`src/rtl/fetch_dma_issuer_if.sv`:
```
// Valid/ready stream bundle shared by the fetch-entry input
// and the DMA read-command output of fetch_dma_issuer.
interface fetch_dma_issuer_if #(
  parameter int W = 128
);
  logic         TVALID;
  logic         TREADY;
  logic [W-1:0] TDATA;

  modport master (
    output TVALID,
    output TDATA,
    input  TREADY
  );

  modport slave (
    input  TVALID,
    input  TDATA,
    output TREADY
  );
endinterface

```
`src/rtl/fetch_dma_issuer.sv`:
```
// Turns SRPT fetch entries into credit-limited host DMA read commands.
// Optional counters: define FETCH_DMA_ISSUER_STATS_EN.
module fetch_dma_issuer #(
  parameter int MAX_RPCS         = 64,
  parameter int CACHE_BLOCK_SIZE = 64,
  parameter int DBUFF_SIZE_LOG2  = 14,
  parameter int TAGS             = 8,
  parameter int ENTRY_W          = 66
) (
  input  logic                    ap_clk,
  input  logic                    ap_rst,
  fetch_dma_issuer_if.slave       S_AXIS,
  fetch_dma_issuer_if.master      M_AXIS,
  input  logic                    tbl_wr_en,
  input  logic [15:0]             tbl_wr_rpc,
  input  logic [63:0]             tbl_wr_addr,
  input  logic                    cpl_valid,
  output logic [$clog2(TAGS):0]   credits,
  output logic                    err_cpl
`ifdef FETCH_DMA_ISSUER_STATS_EN
  ,
  output logic [31:0]             stat_cmds,
  output logic [47:0]             stat_bytes,
  output logic [31:0]             stat_stall
`endif
);

  localparam int IW = $clog2(MAX_RPCS);
  localparam int TW = $clog2(TAGS);
  localparam int CW = TW + 1;

  typedef enum logic [1:0] {
    S_IDLE,
    S_LOOKUP,
    S_WAIT,
    S_ISSUE
  } state_t;

  state_t         r_state;
  logic           r_tready;
  logic           r_tvalid;
  logic [127:0]   r_tdata;
  logic [CW-1:0]  r_credits;
  logic [TW-1:0]  r_tag;
  logic           r_err;
  logic [63:0]    r_base;
  logic [9:0]     r_dbuff;
  logic [19:0]    r_rem;
  logic [19:0]    r_mlen;
  logic [19:0]    r_off;
  logic [15:0]    r_len;

  logic [63:0]    r_tbl [MAX_RPCS];

  logic [63:0]    w_host;
  logic [23:0]    w_card;
  logic [127:0]   w_cmd;
  logic           w_issue;
  logic           w_unused;

  assign w_host  = r_base + {44'b0, r_off};
  assign w_card  = 24'({r_dbuff, r_off[DBUFF_SIZE_LOG2-1:0]});
  assign w_cmd   = {{(128-104-TW){1'b0}}, r_tag, r_len, w_card, w_host};
  assign w_issue = (r_state == S_ISSUE) && M_AXIS.TREADY;
  assign w_unused = ^{tbl_wr_rpc[15:IW], S_AXIS.TDATA[15:IW]};

  assign S_AXIS.TREADY = r_tready;
  assign M_AXIS.TVALID = r_tvalid;
  assign M_AXIS.TDATA  = r_tdata;
  assign credits       = r_credits;
  assign err_cpl       = r_err;

  // Base table is intentionally unreset; the read in S_IDLE is read-first
  always_ff @(posedge ap_clk) begin
    if (tbl_wr_en) begin
      r_tbl[tbl_wr_rpc[IW-1:0]] <= tbl_wr_addr;
    end
  end

  always_ff @(posedge ap_clk or posedge ap_rst) begin
    if (ap_rst) begin
      r_state   <= S_IDLE;
      r_tready  <= 1'b0;
      r_tvalid  <= 1'b0;
      r_tdata   <= '0;
      r_credits <= CW'(TAGS);
      r_tag     <= '0;
      r_err     <= 1'b0;
      r_base    <= '0;
      r_dbuff   <= '0;
      r_rem     <= '0;
      r_mlen    <= '0;
      r_off     <= '0;
      r_len     <= '0;
    end else begin
      if (w_issue && !cpl_valid) begin
        r_credits <= r_credits - 1'b1;
      end else if (cpl_valid && !w_issue) begin
        if (r_credits < CW'(TAGS)) begin
          r_credits <= r_credits + 1'b1;
        end else begin
          r_err <= 1'b1;
        end
      end

      unique case (r_state)
        S_IDLE: begin
          r_tready <= 1'b1;
          if (S_AXIS.TVALID && r_tready) begin
            r_tready <= 1'b0;
            r_dbuff  <= S_AXIS.TDATA[25:16];
            r_rem    <= S_AXIS.TDATA[45:26];
            r_mlen   <= S_AXIS.TDATA[65:46];
            r_base   <= r_tbl[S_AXIS.TDATA[IW-1:0]];
            r_state  <= S_LOOKUP;
          end
        end
        S_LOOKUP: begin
          r_off <= r_mlen - r_rem;
          r_len <= (r_rem > 20'(CACHE_BLOCK_SIZE)) ?
                   16'(CACHE_BLOCK_SIZE) : r_rem[15:0];
          if (r_rem == '0) begin
            r_tready <= 1'b1;
            r_state  <= S_IDLE;
          end else begin
            r_state  <= S_WAIT;
          end
        end
        S_WAIT: begin
          if (r_credits != '0) begin
            r_tdata  <= w_cmd;
            r_tvalid <= 1'b1;
            r_state  <= S_ISSUE;
          end
        end
        S_ISSUE: begin
          if (M_AXIS.TREADY) begin
            r_tvalid <= 1'b0;
            r_tag    <= r_tag + 1'b1;
            r_tready <= 1'b1;
            r_state  <= S_IDLE;
          end
        end
        default: r_state <= S_IDLE;
      endcase
    end
  end

`ifdef FETCH_DMA_ISSUER_STATS_EN
  logic [31:0] r_stat_cmds;
  logic [47:0] r_stat_bytes;
  logic [31:0] r_stat_stall;

  assign stat_cmds  = r_stat_cmds;
  assign stat_bytes = r_stat_bytes;
  assign stat_stall = r_stat_stall;

  always_ff @(posedge ap_clk or posedge ap_rst) begin
    if (ap_rst) begin
      r_stat_cmds  <= '0;
      r_stat_bytes <= '0;
      r_stat_stall <= '0;
    end else begin
      if (w_issue) begin
        r_stat_cmds  <= r_stat_cmds + 32'd1;
        r_stat_bytes <= r_stat_bytes + 48'(r_len);
      end
      if ((r_state == S_WAIT) && (r_credits == '0)) begin
        r_stat_stall <= r_stat_stall + 32'd1;
      end
    end
  end
`endif

endmodule

```
`src/flat_wrapper.sv`:
```
// flat-port wrapper written by rule: the top's interface ports become plain ports
module fetch_dma_issuer_flat 
#(
  parameter int MAX_RPCS         = 64,
  parameter int CACHE_BLOCK_SIZE = 64,
  parameter int DBUFF_SIZE_LOG2  = 14,
  parameter int TAGS             = 8,
  parameter int ENTRY_W          = 66
)
  (ap_clk, ap_rst, tbl_wr_en, tbl_wr_rpc, tbl_wr_addr, cpl_valid, credits, err_cpl, S_AXIS_TVALID, S_AXIS_TDATA, S_AXIS_TREADY, M_AXIS_TVALID, M_AXIS_TDATA, M_AXIS_TREADY);
  fetch_dma_issuer_if #(.W(66)) S_AXIS_i ();
  fetch_dma_issuer_if #(.W(128)) M_AXIS_i ();
  input  logic ap_clk;
  input  logic ap_rst;
  input  logic tbl_wr_en;
  input  logic [15:0] tbl_wr_rpc;
  input  logic [63:0] tbl_wr_addr;
  input  logic cpl_valid;
  output logic [$clog2(TAGS):0] credits;
  output logic err_cpl;
  input wire logic [$bits(S_AXIS_i.TVALID)-1:0] S_AXIS_TVALID;
  input wire logic [$bits(S_AXIS_i.TDATA)-1:0] S_AXIS_TDATA;
  output wire logic [$bits(S_AXIS_i.TREADY)-1:0] S_AXIS_TREADY;
  output wire logic [$bits(M_AXIS_i.TVALID)-1:0] M_AXIS_TVALID;
  output wire logic [$bits(M_AXIS_i.TDATA)-1:0] M_AXIS_TDATA;
  input wire logic [$bits(M_AXIS_i.TREADY)-1:0] M_AXIS_TREADY;
  assign S_AXIS_i.TVALID = S_AXIS_TVALID;
  assign S_AXIS_i.TDATA = S_AXIS_TDATA;
  assign S_AXIS_TREADY = S_AXIS_i.TREADY;
  assign M_AXIS_TVALID = M_AXIS_i.TVALID;
  assign M_AXIS_TDATA = M_AXIS_i.TDATA;
  assign M_AXIS_i.TREADY = M_AXIS_TREADY;
  fetch_dma_issuer #(.MAX_RPCS(MAX_RPCS), .CACHE_BLOCK_SIZE(CACHE_BLOCK_SIZE), .DBUFF_SIZE_LOG2(DBUFF_SIZE_LOG2), .TAGS(TAGS), .ENTRY_W(ENTRY_W)) u_core (.ap_clk(ap_clk), .ap_rst(ap_rst), .S_AXIS(S_AXIS_i), .M_AXIS(M_AXIS_i), .tbl_wr_en(tbl_wr_en), .tbl_wr_rpc(tbl_wr_rpc), .tbl_wr_addr(tbl_wr_addr), .cpl_valid(cpl_valid), .credits(credits), .err_cpl(err_cpl));
endmodule
```
`config.mk`:
```
export PLATFORM = sky130hd
export DESIGN_NAME = fetch_dma_issuer_flat
export DESIGN_NICKNAME = d
export VERILOG_FILES = /design/src/rtl/fetch_dma_issuer_if.sv /design/src/rtl/fetch_dma_issuer.sv /design/src/flat_wrapper.sv
export SDC_FILE = /design/constraint.sdc
export NUM_CORES = 2
export LEC_CHECK = 0
export CAP_MARGIN = 20
export CORE_UTILIZATION = 40
export DETAILED_ROUTE_END_ITERATION = 8
export PLACE_DENSITY = 0.59
export SLEW_MARGIN = 5
export SYNTH_ARGS = -nofsm -noshare
export SYNTH_HDL_FRONTEND = slang
export SYNTH_SLANG_ARGS = --single-unit
```
`constraint.sdc`:
```
create_clock -name ap_clk -period 20.7 [get_ports ap_clk]
set_input_delay 2.07 -clock ap_clk [delete_from_list [all_inputs] [get_ports ap_clk]]
set_output_delay 2.07 -clock ap_clk [all_outputs]
set_load 0.01 [all_outputs]
```
==> impl_metrics.ini <==
[timing]
finClkSkew_ps = 60.71
rsz0062_at_grt = false
setup_viol = 0
worst_pin_slew_ps = 1222
fin_crit_ps = 7237
whs_ps = 453.6
slew_headroom_pct = 18.53
hold_viol_final = 0
tns_ps = 0
timing.final.crit_share_pct = 34.96
slew_viol_final = 0
max_clock_freq_mhz = 138.2

[setup_path]
crit_path_end_kind = flip-flop
crit_arrival_ps = 8090
required_ps = 21550
cp_max_fo = 108
start_kind = input pin
critical_path_class = in -> reg

[drt]
wl_um = 468400
drc = 0
routed-via-count = 80593
vias_per_cell = 5.946
dr.pass1.iters = 8
final_antenna_net_count = 0
drt-wirelength-per-cell_um = 34.56
drt_iter0_drc = 10734

[run_status]
outcome = finished, final reports clean

[global_route]
grt_pass1_wl_um = 645700
grt_max_degree = 116
grt.overflow.total = 0
grt_use_total_pct = 21.85
grt_pass1_vias = 81173
grt_antenna_before_repair = 54

[cts]
cts-resized-gates = 0
cts_buffers = 440
cts_setup_buffers = 0
clock_sinks = 4365
cts_buffer_depth = 4
clock_latency_ps = 1010
hold_buffers = 0
cts_tree = done
htree_levels = 5
clk_pin_slew_ps = 60
cts_root_buf = clkbuf_16

[synth]
synth_area_per_cell_um2 = 23.52
async_flop_share_pct = 6.163
synth_ff_type = edfxtp_1
synth_warnings = 0
synth_area_leader_cell = edfxtp_1
yosys.area.top_type_share_pct = 73.22
synthCells = 7142
ys_types = 61
ys_seq_area_share_pct = 77.23
netlist_area_um2 = 168000
synthTopCellsByArea = edfxtp_1 (73%), mux4_2 (18%), dfrtp_1 (4.0%), nand2_1 (0.64%), mux2_2 (0.61%)
synth_edf_count = 4096
synth_seq_cells = 4365

[pwr]
ir_worst_vdd_mv = 0.1248
power_mw = 20.07
powerDensity_nw_per_um2 = 104.6
p_leak_nw = 60.41

[floorplan]
io_pins = 287
die_w_um = 650.0
coreArea_um2 = 417200
die_y_um = 650.0
rows = 237
die_area_um2 = 422500
start_util_pct = 40.26

[final_layout]
area_growth_syn_to_layout_pct = 14.19
seq_area_um2 = 129700
n_fill_cell = 33830
final_layout_size_suffix_gt1_share_pct = 29.89
nNetsFinal = 7888
final_cells = 13555
final_util_pct = 45.97
multi_input_area_um2 = 37030

[hold_path]
min_path_type = reg -> reg

[place]
dp.cells = 12735
place_congestion = 0.8218
place_hpwl_um = 251300
io_buffers = 245

[run]
drv_cap = 0
routing by layer:
metal | routed length (um) | global-route usage, % | up-vias
met5 | 187 | 0 | -
met2 | 227600 | 35.78 | 3893
met1 | 185200 | 29.90 | 44418
li1 | - | - | 31491
met3 | 38700 | 3.763 | 761
met4 | 16650 | 7.122 | 30
registers in the layout (all words and copies together), names as in the netlist, 10 cells and up, named ones only:
signal and flops:
u_core.r_tbl 4096, u_core.M_AXIS.TDATA 107, u_core.r_base 64, u_core.r_mlen 20, u_core.r_off 20, u_core.r_rem 20, u_core.r_len 16, u_core.r_dbuff 10
through the flow:
step	cell area [um^2]	worst slack, ps
global route	191800	12940
finish	191800	13460
CTS	191600	13290
global placement	177600	12200
detailed placement	177900	12230
floorplan	168100	11220
layout by cell type (no fill, tap or decap), types with 16 or more instances in the layout:
master and count:
edfxtp_1 4096, mux4_2 1344, clkbuf_16 443, nand2_1 287
dfrtp_1 268, buf_4 191, clkdlybuf4s50_1 177, clkinv_1 114
o21ai_0 103, mux2_2 91, clkbuf_1 90, clkinv_2 79
nor2_4 62, buf_2 62, inv_1 47, xnor2_1 45
ha_1 45, nor2_1 44, a21oi_1 44, nand3_1 36
bufinv_16 27, buf_12 25, a211oi_1 21, conb_1 21
a21o_1 20, nor2b_1 18, nor3_1 17, nand4_1 16
worst paths after layout:
path                       cells past startpoint               from  slack, ps                 endpoint
max reg2reg                                    6  u_core.credits[0]      16900  u_core.M_AXIS.TDATA[34]
min in group asynchronous                      2             ap_rst       1660          u_core.r_len[9]
min reg2reg                                    2  u_core.r_dbuff[1]        450  u_core.M_AXIS.TDATA[79]
max                                            9    S_AXIS_TDATA[0]      13460         u_core.r_base[2]
min                                            2  u_core.r_dbuff[1]        450  u_core.M_AXIS.TDATA[79]
max in group asynchronous                      4             ap_rst      17040  u_core.M_AXIS.TDATA[61]
cell type report:
type / count / area share (%)
clock inverter: 257 / 1.104
tap: 5497 / 3.586
multi-input combinational: 2367 / 19.31
inverter: 48 / 0.09784
sequential: 4365 / 67.63
antenna: 9 / 0.01174
clock buffer: 546 / 6.045
timing repair buffer: 466 / 2.216
logic make-up after synthesis:
group / after synthesis / synth area share [%]
buffers and inverters: 430 / 1.073
XOR/XNOR: 58 / 0.3024
AO/OA/AOI/OAI: 255 / 0.9415
multiplexers: 1442 / 18.67
other: 1 / 0.002232
flip-flops: 4365 / 77.23
AND/OR/NAND/NOR: 543 / 1.407
adder cells (fa/ha/maj): 48 / 0.3709
worst max-delay path, cell delays in order:
cell and delay (ps):
buf_16 570, buf_4 840, buf_4 810, buf_4 610, buf_4 850, mux4_2 650, mux4_2 550, mux4_2 620
mux2_2 310
power by group:
part           internal [mW]  total, mW  switching [mW]
registers               9.95       10.3           0.313
logic                  0.937       2.17            1.23
clock network           4.30       7.64            3.34
synth_stat cells, drive strengths merged (6+ instances only):
master  count
nor2      107
mux2i       7
edfxtp   4096
xnor2      45
ha         45
nor3       21
inv        48
nor2b      18
nand2b      7
nand3      36
xor2       13
clkbuf    226
a22oi       6
a21oi      45
a211oi     23
dfrtp     268
buf       156
and3       14
mux4     1344
and2        9
nand2     287
o21ai     103
o31ai       6
nand4      16
nor4        6
mux2       91
o21a       11
a22o        6
a21o       20
Power figures use the tool's default switching activity.
